$ cat config.mk
export PLATFORM = sky130hd
export DESIGN_NAME = multicycle_main_fsm
export DESIGN_NICKNAME = d
export VERILOG_FILES = /design/src/rtl/multicycle_main_fsm.sv
export SDC_FILE = /design/constraint.sdc
export NUM_CORES = 1
export LEC_CHECK = 0
export ABC_AREA = 1
export BUFFER_PORTS_ARGS = -buffer_cell sky130_fd_sc_hd__buf_2
export CAP_MARGIN = 20
export CORE_MARGIN = 5
export CORE_UTILIZATION = 49
export DETAILED_ROUTE_END_ITERATION = 8
export HOLD_SLACK_MARGIN = 0.02
export PLACE_DENSITY = 0.77
export SLEW_MARGIN = 25
export SYNTH_ARGS = -nofsm -noshare
export SYNTH_HDL_FRONTEND = slang
export SYNTH_SLANG_ARGS = --single-unit
export TNS_END_PERCENT = 5
$ cat constraint.sdc
create_clock -name clk -period 1.4 [get_ports clk]
set_input_delay 0.35 -clock clk [delete_from_list [all_inputs] [get_ports clk]]
set_output_delay 0.35 -clock clk [all_outputs]
set_load 0.005 [all_outputs]
$ cat src/rtl/multicycle_main_fsm.sv
// multicycle_main_fsm
//   Main control FSM for a multicycle RV32I core (lw, sw, R-type, I-type ALU,
//   beq, jal). It sequences each instruction over 3-5 cycles. aluOp feeds
//   ALUControl. The other outputs drive the datapath muxes, the write enables
//   and the PC.
//   Optional build macro MCFSM_MEM_STALL_EN adds a memReady input. With it,
//   FETCH and MEMREAD wait for memory, and MEMWRITE holds its strobe until
//   memory acknowledges.
module multicycle_main_fsm #(
   parameter int COUNT_W = 32
) (
   input  logic               clk,
   input  logic               reset,
`ifdef MCFSM_MEM_STALL_EN
   input  logic               memReady,
`endif
   input  logic [6:0]         op,
   input  logic               zero,
   output logic               pcWrite,
   output logic               adrSrc,
   output logic               memWrite,
   output logic               irWrite,
   output logic               regWrite,
   output logic [1:0]         resultSrc,
   output logic [1:0]         aluSrcA,
   output logic [1:0]         aluSrcB,
   output logic [1:0]         aluOp,
   output logic [1:0]         immSrc,
   output logic               illegalOp,
   output logic [COUNT_W-1:0] retireCnt
);

   localparam logic [6:0] OP_LW  = 7'b0000011;
   localparam logic [6:0] OP_SW  = 7'b0100011;
   localparam logic [6:0] OP_R   = 7'b0110011;
   localparam logic [6:0] OP_I   = 7'b0010011;
   localparam logic [6:0] OP_JAL = 7'b1101111;
   localparam logic [6:0] OP_BEQ = 7'b1100011;

   typedef enum logic [3:0] {
      S_FETCH    = 4'd0,
      S_DECODE   = 4'd1,
      S_MEMADR   = 4'd2,
      S_MEMREAD  = 4'd3,
      S_MEMWB    = 4'd4,
      S_MEMWRITE = 4'd5,
      S_EXECR    = 4'd6,
      S_EXECI    = 4'd7,
      S_ALUWB    = 4'd8,
      S_JAL      = 4'd9,
      S_BEQ      = 4'd10
   } state_t;

   state_t state, state_next;
   logic   mem_ready;
   logic   pc_update;
   logic   branch;
   logic   retire;

`ifdef MCFSM_MEM_STALL_EN
   assign mem_ready = memReady;
`else
   assign mem_ready = 1'b1;
`endif

   // The edge that leaves a final state completes the instruction.
   assign retire = (state == S_MEMWB) || (state == S_ALUWB) || (state == S_BEQ) ||
                   ((state == S_MEMWRITE) && mem_ready);

   // State register and retired-instruction counter. Reset takes priority over any stall.
   always_ff @(posedge clk) begin
      // NOTE: sequential state uses non-blocking assignments so every flop samples pre-edge values.
      if (reset) begin
         state     <= S_FETCH;
         retireCnt <= '0;
      end else begin
         state <= state_next;
         if (retire) retireCnt <= retireCnt + COUNT_W'(1);
      end
   end

   // Next-state decode.
   always_comb begin
      // NOTE: default first so every path assigns state_next and no latch is inferred.
      state_next = S_FETCH;
      case (state)
         S_FETCH:    state_next = mem_ready ? S_DECODE : S_FETCH;
         S_DECODE: begin
            case (op)
               OP_LW, OP_SW: state_next = S_MEMADR;
               OP_R:         state_next = S_EXECR;
               OP_I:         state_next = S_EXECI;
               OP_JAL:       state_next = S_JAL;
               OP_BEQ:       state_next = S_BEQ;
               default:      state_next = S_FETCH;
            endcase
         end
         S_MEMADR:   state_next = (op == OP_LW) ? S_MEMREAD : S_MEMWRITE;
         S_MEMREAD:  state_next = mem_ready ? S_MEMWB : S_MEMREAD;
         S_MEMWB:    state_next = S_FETCH;
         S_MEMWRITE: state_next = mem_ready ? S_FETCH : S_MEMWRITE;
         S_EXECR:    state_next = S_ALUWB;
         S_EXECI:    state_next = S_ALUWB;
         S_ALUWB:    state_next = S_FETCH;
         S_JAL:      state_next = S_ALUWB;
         S_BEQ:      state_next = S_FETCH;
         default:    state_next = S_FETCH;
      endcase
   end

   // Moore control outputs from the state, plus the op-dependent immSrc and illegalOp.
   always_comb begin
      adrSrc    = 1'b0;
      memWrite  = 1'b0;
      irWrite   = 1'b0;
      regWrite  = 1'b0;
      resultSrc = 2'b00;
      aluSrcA   = 2'b00;
      aluSrcB   = 2'b00;
      aluOp     = 2'b00;
      illegalOp = 1'b0;
      pc_update = 1'b0;
      branch    = 1'b0;
      case (op)
         OP_SW:   immSrc = 2'b01;
         OP_BEQ:  immSrc = 2'b10;
         OP_JAL:  immSrc = 2'b11;
         default: immSrc = 2'b00;
      endcase
      case (state)
         S_FETCH: begin
            aluSrcB   = 2'b10;
            resultSrc = 2'b10;
            irWrite   = mem_ready;
            pc_update = mem_ready;
         end
         S_DECODE: begin
            aluSrcA = 2'b01;
            aluSrcB = 2'b01;
            case (op)
               OP_LW, OP_SW, OP_R, OP_I, OP_JAL, OP_BEQ: illegalOp = 1'b0;
               default:                                 illegalOp = 1'b1;
            endcase
         end
         S_MEMADR: begin
            aluSrcA = 2'b10;
            aluSrcB = 2'b01;
         end
         S_MEMREAD:  adrSrc = 1'b1;
         S_MEMWB: begin
            resultSrc = 2'b01;
            regWrite  = 1'b1;
         end
         S_MEMWRITE: begin
            adrSrc   = 1'b1;
            memWrite = 1'b1;
         end
         S_EXECR: begin
            aluSrcA = 2'b10;
            aluOp   = 2'b10;
         end
         S_EXECI: begin
            aluSrcA = 2'b10;
            aluSrcB = 2'b01;
            aluOp   = 2'b10;
         end
         S_ALUWB:    regWrite = 1'b1;
         S_JAL: begin
            aluSrcA   = 2'b01;
            aluSrcB   = 2'b10;
            pc_update = 1'b1;
         end
         S_BEQ: begin
            aluSrcA = 2'b10;
            aluOp   = 2'b01;
            branch  = 1'b1;
         end
         default: begin
            adrSrc = 1'b0;
         end
      endcase
      // While reset is high, every control output is held low.
      if (reset) begin
         adrSrc    = 1'b0;
         memWrite  = 1'b0;
         irWrite   = 1'b0;
         regWrite  = 1'b0;
         resultSrc = 2'b00;
         aluSrcA   = 2'b00;
         aluSrcB   = 2'b00;
         aluOp     = 2'b00;
         immSrc    = 2'b00;
         illegalOp = 1'b0;
         pc_update = 1'b0;
         branch    = 1'b0;
      end
   end

   assign pcWrite = pc_update | (branch & zero);

endmodule
==> key figures <==
Critical path
  – Slowest CP cell: dfxtp_2
  – Critical R2R Capture: retireCnt[6]$_SDFFE_PP0P_
  – CP Max Fanout: 3
  – FF-to-FF Start: state[3]$_SDFF_PP0_
  – Required time worst endpoint: 1.05 ns
  – Worst Setup Path Type: flop to output pin
  – Reg2Reg Depth: 10
  – Crit path cell chain: buf_6 > nor2_4 > nand2_1 > nor2_2 > buf_4 > buf_2
  – WP data arrival: 1.41 ns
  – Max incr delay on CP: 0.35 ns
  – Crit path launch type: flop
  – Worst R2R Setup Slack: -0.11 ns
  – CP endpoint kind: output pin

Die
  – Io pins: 58
  – Die Height: 80.55 um
  – Starting Density: 50.95%
  – Die ar.: 6488 um^2
  – # rows: 25
  – Core area: 4786 um^2
  – Die width: 80.55 um

Min path
  – Hold crit path type: primary input to flop
  – Hold depth: 4
  – Worst Hold Endpoint: state[1]$_SDFF_PP0_
  – Worst Hold Launch: op[6]

Clocking
  – Worst-Skew Late Latency: 0.30 ns
  – TritonCTS clock tree: built
  – # clock sinks: 36
  – H-Tree Depth: 2
  – Total CTS buffers: 5
  – Clock Tree Buf Depth: 2
  – Root buf cell: clkbuf_8
  – CTS Hold Bufs: 0
  – Reg clk slew, reported paths: 0.07 ns

Global route
  – Antenna violations before repair: 0
  – Met2 Use GR: 36.75%
  – Most used routing layer: met2
  – Grt total ovfl: 0
  – Largest net degree at the start of global routing: 19
  – Gr usage total: 21.57%
  – Vias in the first global route: 2539
  – Grt met3 use: 6.054%
  – First-pass GRT wire length: 11180 um
  – Met1 usage in global routing: 27.09%

Timing
  – Fin. Hold Viols: 0
  – Slew headroom: 84.10%
  – Unrepaired setup endpoints after global routing: yes
  – # setup viols final: 36
  – Min Clock Period, post-route: 1.759 ns
  – Final Cycle Share: 125.6%
  – Final Max Slew Viols: 0
  – FMAX: 0.5686 GHz
  – Setup ws final: -0.3586 ns
  – Worst Max-Slew Pin Slew: 0.2378 ns
  – Setup tns final: -4.774 ns
  – Setup Skew: 0.009064 ns

Placed design
  – GPL Wtd Cong: 0.9175
  – HPWL after detailed placement: 4997 um
  – Count of input and output buffers: 57
  – DP Cell Count: 535

Detailed routing
  – Post-route ant nets: 0
  – Drt drc: 0
  – Via/cell ratio: 5.046
  – Initial drt markers: 163
  – Via count: 2755
  – Post-Route WL: 6841 um
  – Drt pass-1 iters: 4
  – Avg WL per Cell: 12.53 um

Yosys
  – Register area share after synthesis: 29.55%
  – Synth Cell Area: 2439 um^2
  – Synth cell types: 32
  – Post-Synthesis Cells: 380
  – Synthesized area per cell: 6.417 um^2
  – Post-Syn Nets: 391
  – Register bit total from synthesis: 36
  – YS warnings: 0

Run status
  – Status: finished with violations
  – Failing checks: setup timing

Cells and area
  – Non-Filler Instances: 546
  – Area delta synth->final: 37.04%
  – Fillcell total: 388
  – N_diodes: 0
  – # nets final: 489
  – Area occupied by multi-input gates: 1574 um^2
  – Register area: 732.0 um^2
  – Share of cells above drive strength 1: 37.37%

Pwr
  – Clock power share: 38.9%
  – P per Cell Area: 610.6 nW/um^2
  – Int Pwr: 0.001530 W
  – Combinational power share: 10.7%
  – P_leak: 1.552 nW
  – VDD IR-drop max: 644.0 uV
  – Sequential power share: 50.4%
  – NetSw: 0.0005104 W
  – Switch share: 25.01%

Job
  – Max cap viols: 0
[cells in the final DEF, fill, tap and decap left out, types with 3 or more instances in the layout]
| cell | n |
|---|---|
| inv_2 | 6 |
| a21oi_2 | 3 |
| o21ai_0 | 4 |
| buf_2 | 56 |
| nor2_4 | 14 |
| nand3_1 | 17 |
| o21bai_1 | 3 |
| o21ai_1 | 5 |
| clkbuf_8 | 6 |
| nand2_2 | 7 |
| nor2_2 | 10 |
| dfxtp_1 | 29 |
| nor2_1 | 63 |
| nor2_8 | 3 |
| buf_6 | 3 |
| a31oi_1 | 3 |
| buf_4 | 38 |
| nand3_2 | 10 |
| nand2_1 | 88 |
| inv_1 | 44 |
| nand2_4 | 4 |
| a21oi_1 | 16 |
| dfxtp_2 | 6 |
| nand4_1 | 17 |
[cell families (layout without fill, tap and decap cells)]
| logic type | Yosys count | in the layout | synth area share, % |
|---|---|---|---|
| AND/OR/NAND/NOR | 242 | 242 | 49.92 |
| buffers and inverters | 63 | 162 | 11.13 |
| AO/OA/AOI/OAI | 36 | 36 | 8.158 |
| flip-flops | 36 | 36 | 29.55 |
| XOR/XNOR | 2 | 2 | 0.7184 |
| adder cells (fa/ha/maj) | 1 | 1 | 0.5130 |
[layout make-up]
class | instances | area share [%]
timing repair buffer | 100 | 19.58
clock buffer | 8 | 2.696
inverter | 54 | 6.215
multi-input combinational | 281 | 47.10
sequential | 36 | 21.90
tap | 67 | 2.508
[worst max-delay path: cells and delay by family, from the launching register on]
family,cells,cell delay (ns)
DFF,1,0.35
and+or+nand+nor,3,0.37
buffers and inverters,3,0.40
[power by group through the flow]
stage	clock, W	combinational [W]	sequential, W
after floorplan	0	0.0000777	0.00105
after global placement	0	0.000167	0.00105
after detailed placement	0	0.000169	0.00105
after CTS	0.000797	0.000189	0.00103
after global routing	0.000853	0.000238	0.00103
final	0.000793	0.000218	0.00103
[Yosys cell counts]
| library cell | instances | share of area (%) |
|---|---|---|
| clkbuf_1 | 3 | 0.46 |
| xnor2_1 | 2 | 0.72 |
| clkinv_1 | 2 | 0.31 |
| ha_1 | 1 | 0.51 |
| o21ai_1 | 1 | 0.21 |
| inv_1 | 47 | 7.2 |
| a21oi_1 | 18 | 3.7 |
| buf_2 | 1 | 0.21 |
| o22ai_1 | 1 | 0.26 |
| nand3_1 | 18 | 3.7 |
| nand2_4 | 2 | 0.92 |
| nor2_8 | 3 | 2.5 |
| a21oi_2 | 1 | 0.36 |
| nand2_1 | 90 | 14 |
| nor4_1 | 1 | 0.26 |
| nand2_2 | 7 | 1.8 |
| dfxtp_1 | 36 | 30 |
| nor2_1 | 73 | 11 |
| nor3_1 | 5 | 1.0 |
| buf_4 | 1 | 0.31 |
| and2_1 | 1 | 0.26 |
| o21ai_0 | 8 | 1.6 |
| nand3_4 | 1 | 0.72 |
| a31oi_1 | 3 | 0.77 |
| nand4_1 | 17 | 4.4 |
| nor2_2 | 6 | 1.5 |
| buf_6 | 4 | 1.8 |
| o31ai_1 | 1 | 0.31 |
| inv_2 | 5 | 0.77 |
| nor2_4 | 8 | 3.7 |
| nand3_2 | 10 | 4.1 |
| o21bai_1 | 3 | 0.92 |
[registers in the layout, indices dropped and copies added (netlist names)]
register / count
state: 4
retireCnt: 32
[metal layers]
| metal | vias up | part of all wire, % |
|---|---|---|
| met5 | - | 0 |
| met4 | 0 | 0.67 |
| met3 | 8 | 6.7 |
| met2 | 100 | 48 |
| met1 | 1245 | 44 |
| li1 | 1402 | - |
[per-stage QoR]
step	hold WS, ns	power [W]	util [%]	setup WS (ns)	cell area (um^2)
after floorplan	0.4733	0.001131	-	0.004547	2439
after global placement	0.5037	0.001219	64.03	-0.09308	3064
after detailed placement	0.5136	0.001221	64.03	-0.1371	3064
after CTS	0.3707	0.002016	68.05	-0.3095	3257
after global routing	0.4012	0.002120	69.83	-0.4056	3342
final	0.3866	0.002041	69.83	-0.3586	3342
[worst max-delay path by stage]
stage,to,cells after the start,start,slack [ns]
3_5_place_dp,immSrc[0],7,op[3],-0.14
4_1_cts,illegalOp,4,state[2]$_SDFF_PP0_,-0.31
3_3_place_gp,immSrc[0],7,op[3],-0.09
5_1_grt,aluSrcB[0],7,state[2]$_SDFF_PP0_,-0.41
6_report,resultSrc[1],6,state[1]$_SDFF_PP0_,-0.36
2_1_floorplan,retireCnt[16]$_SDFFE_PP0P_,8,retireCnt[0]$_SDFFE_PP0P_,0.005
[what timing repair did]
action	CTS	global route
endpoints found under the setup margin	32	46
buffers inserted	1	2
gates resized for setup	30	23
pin swaps	3	5
Note: power is estimated with default switching activity, not from simulation.
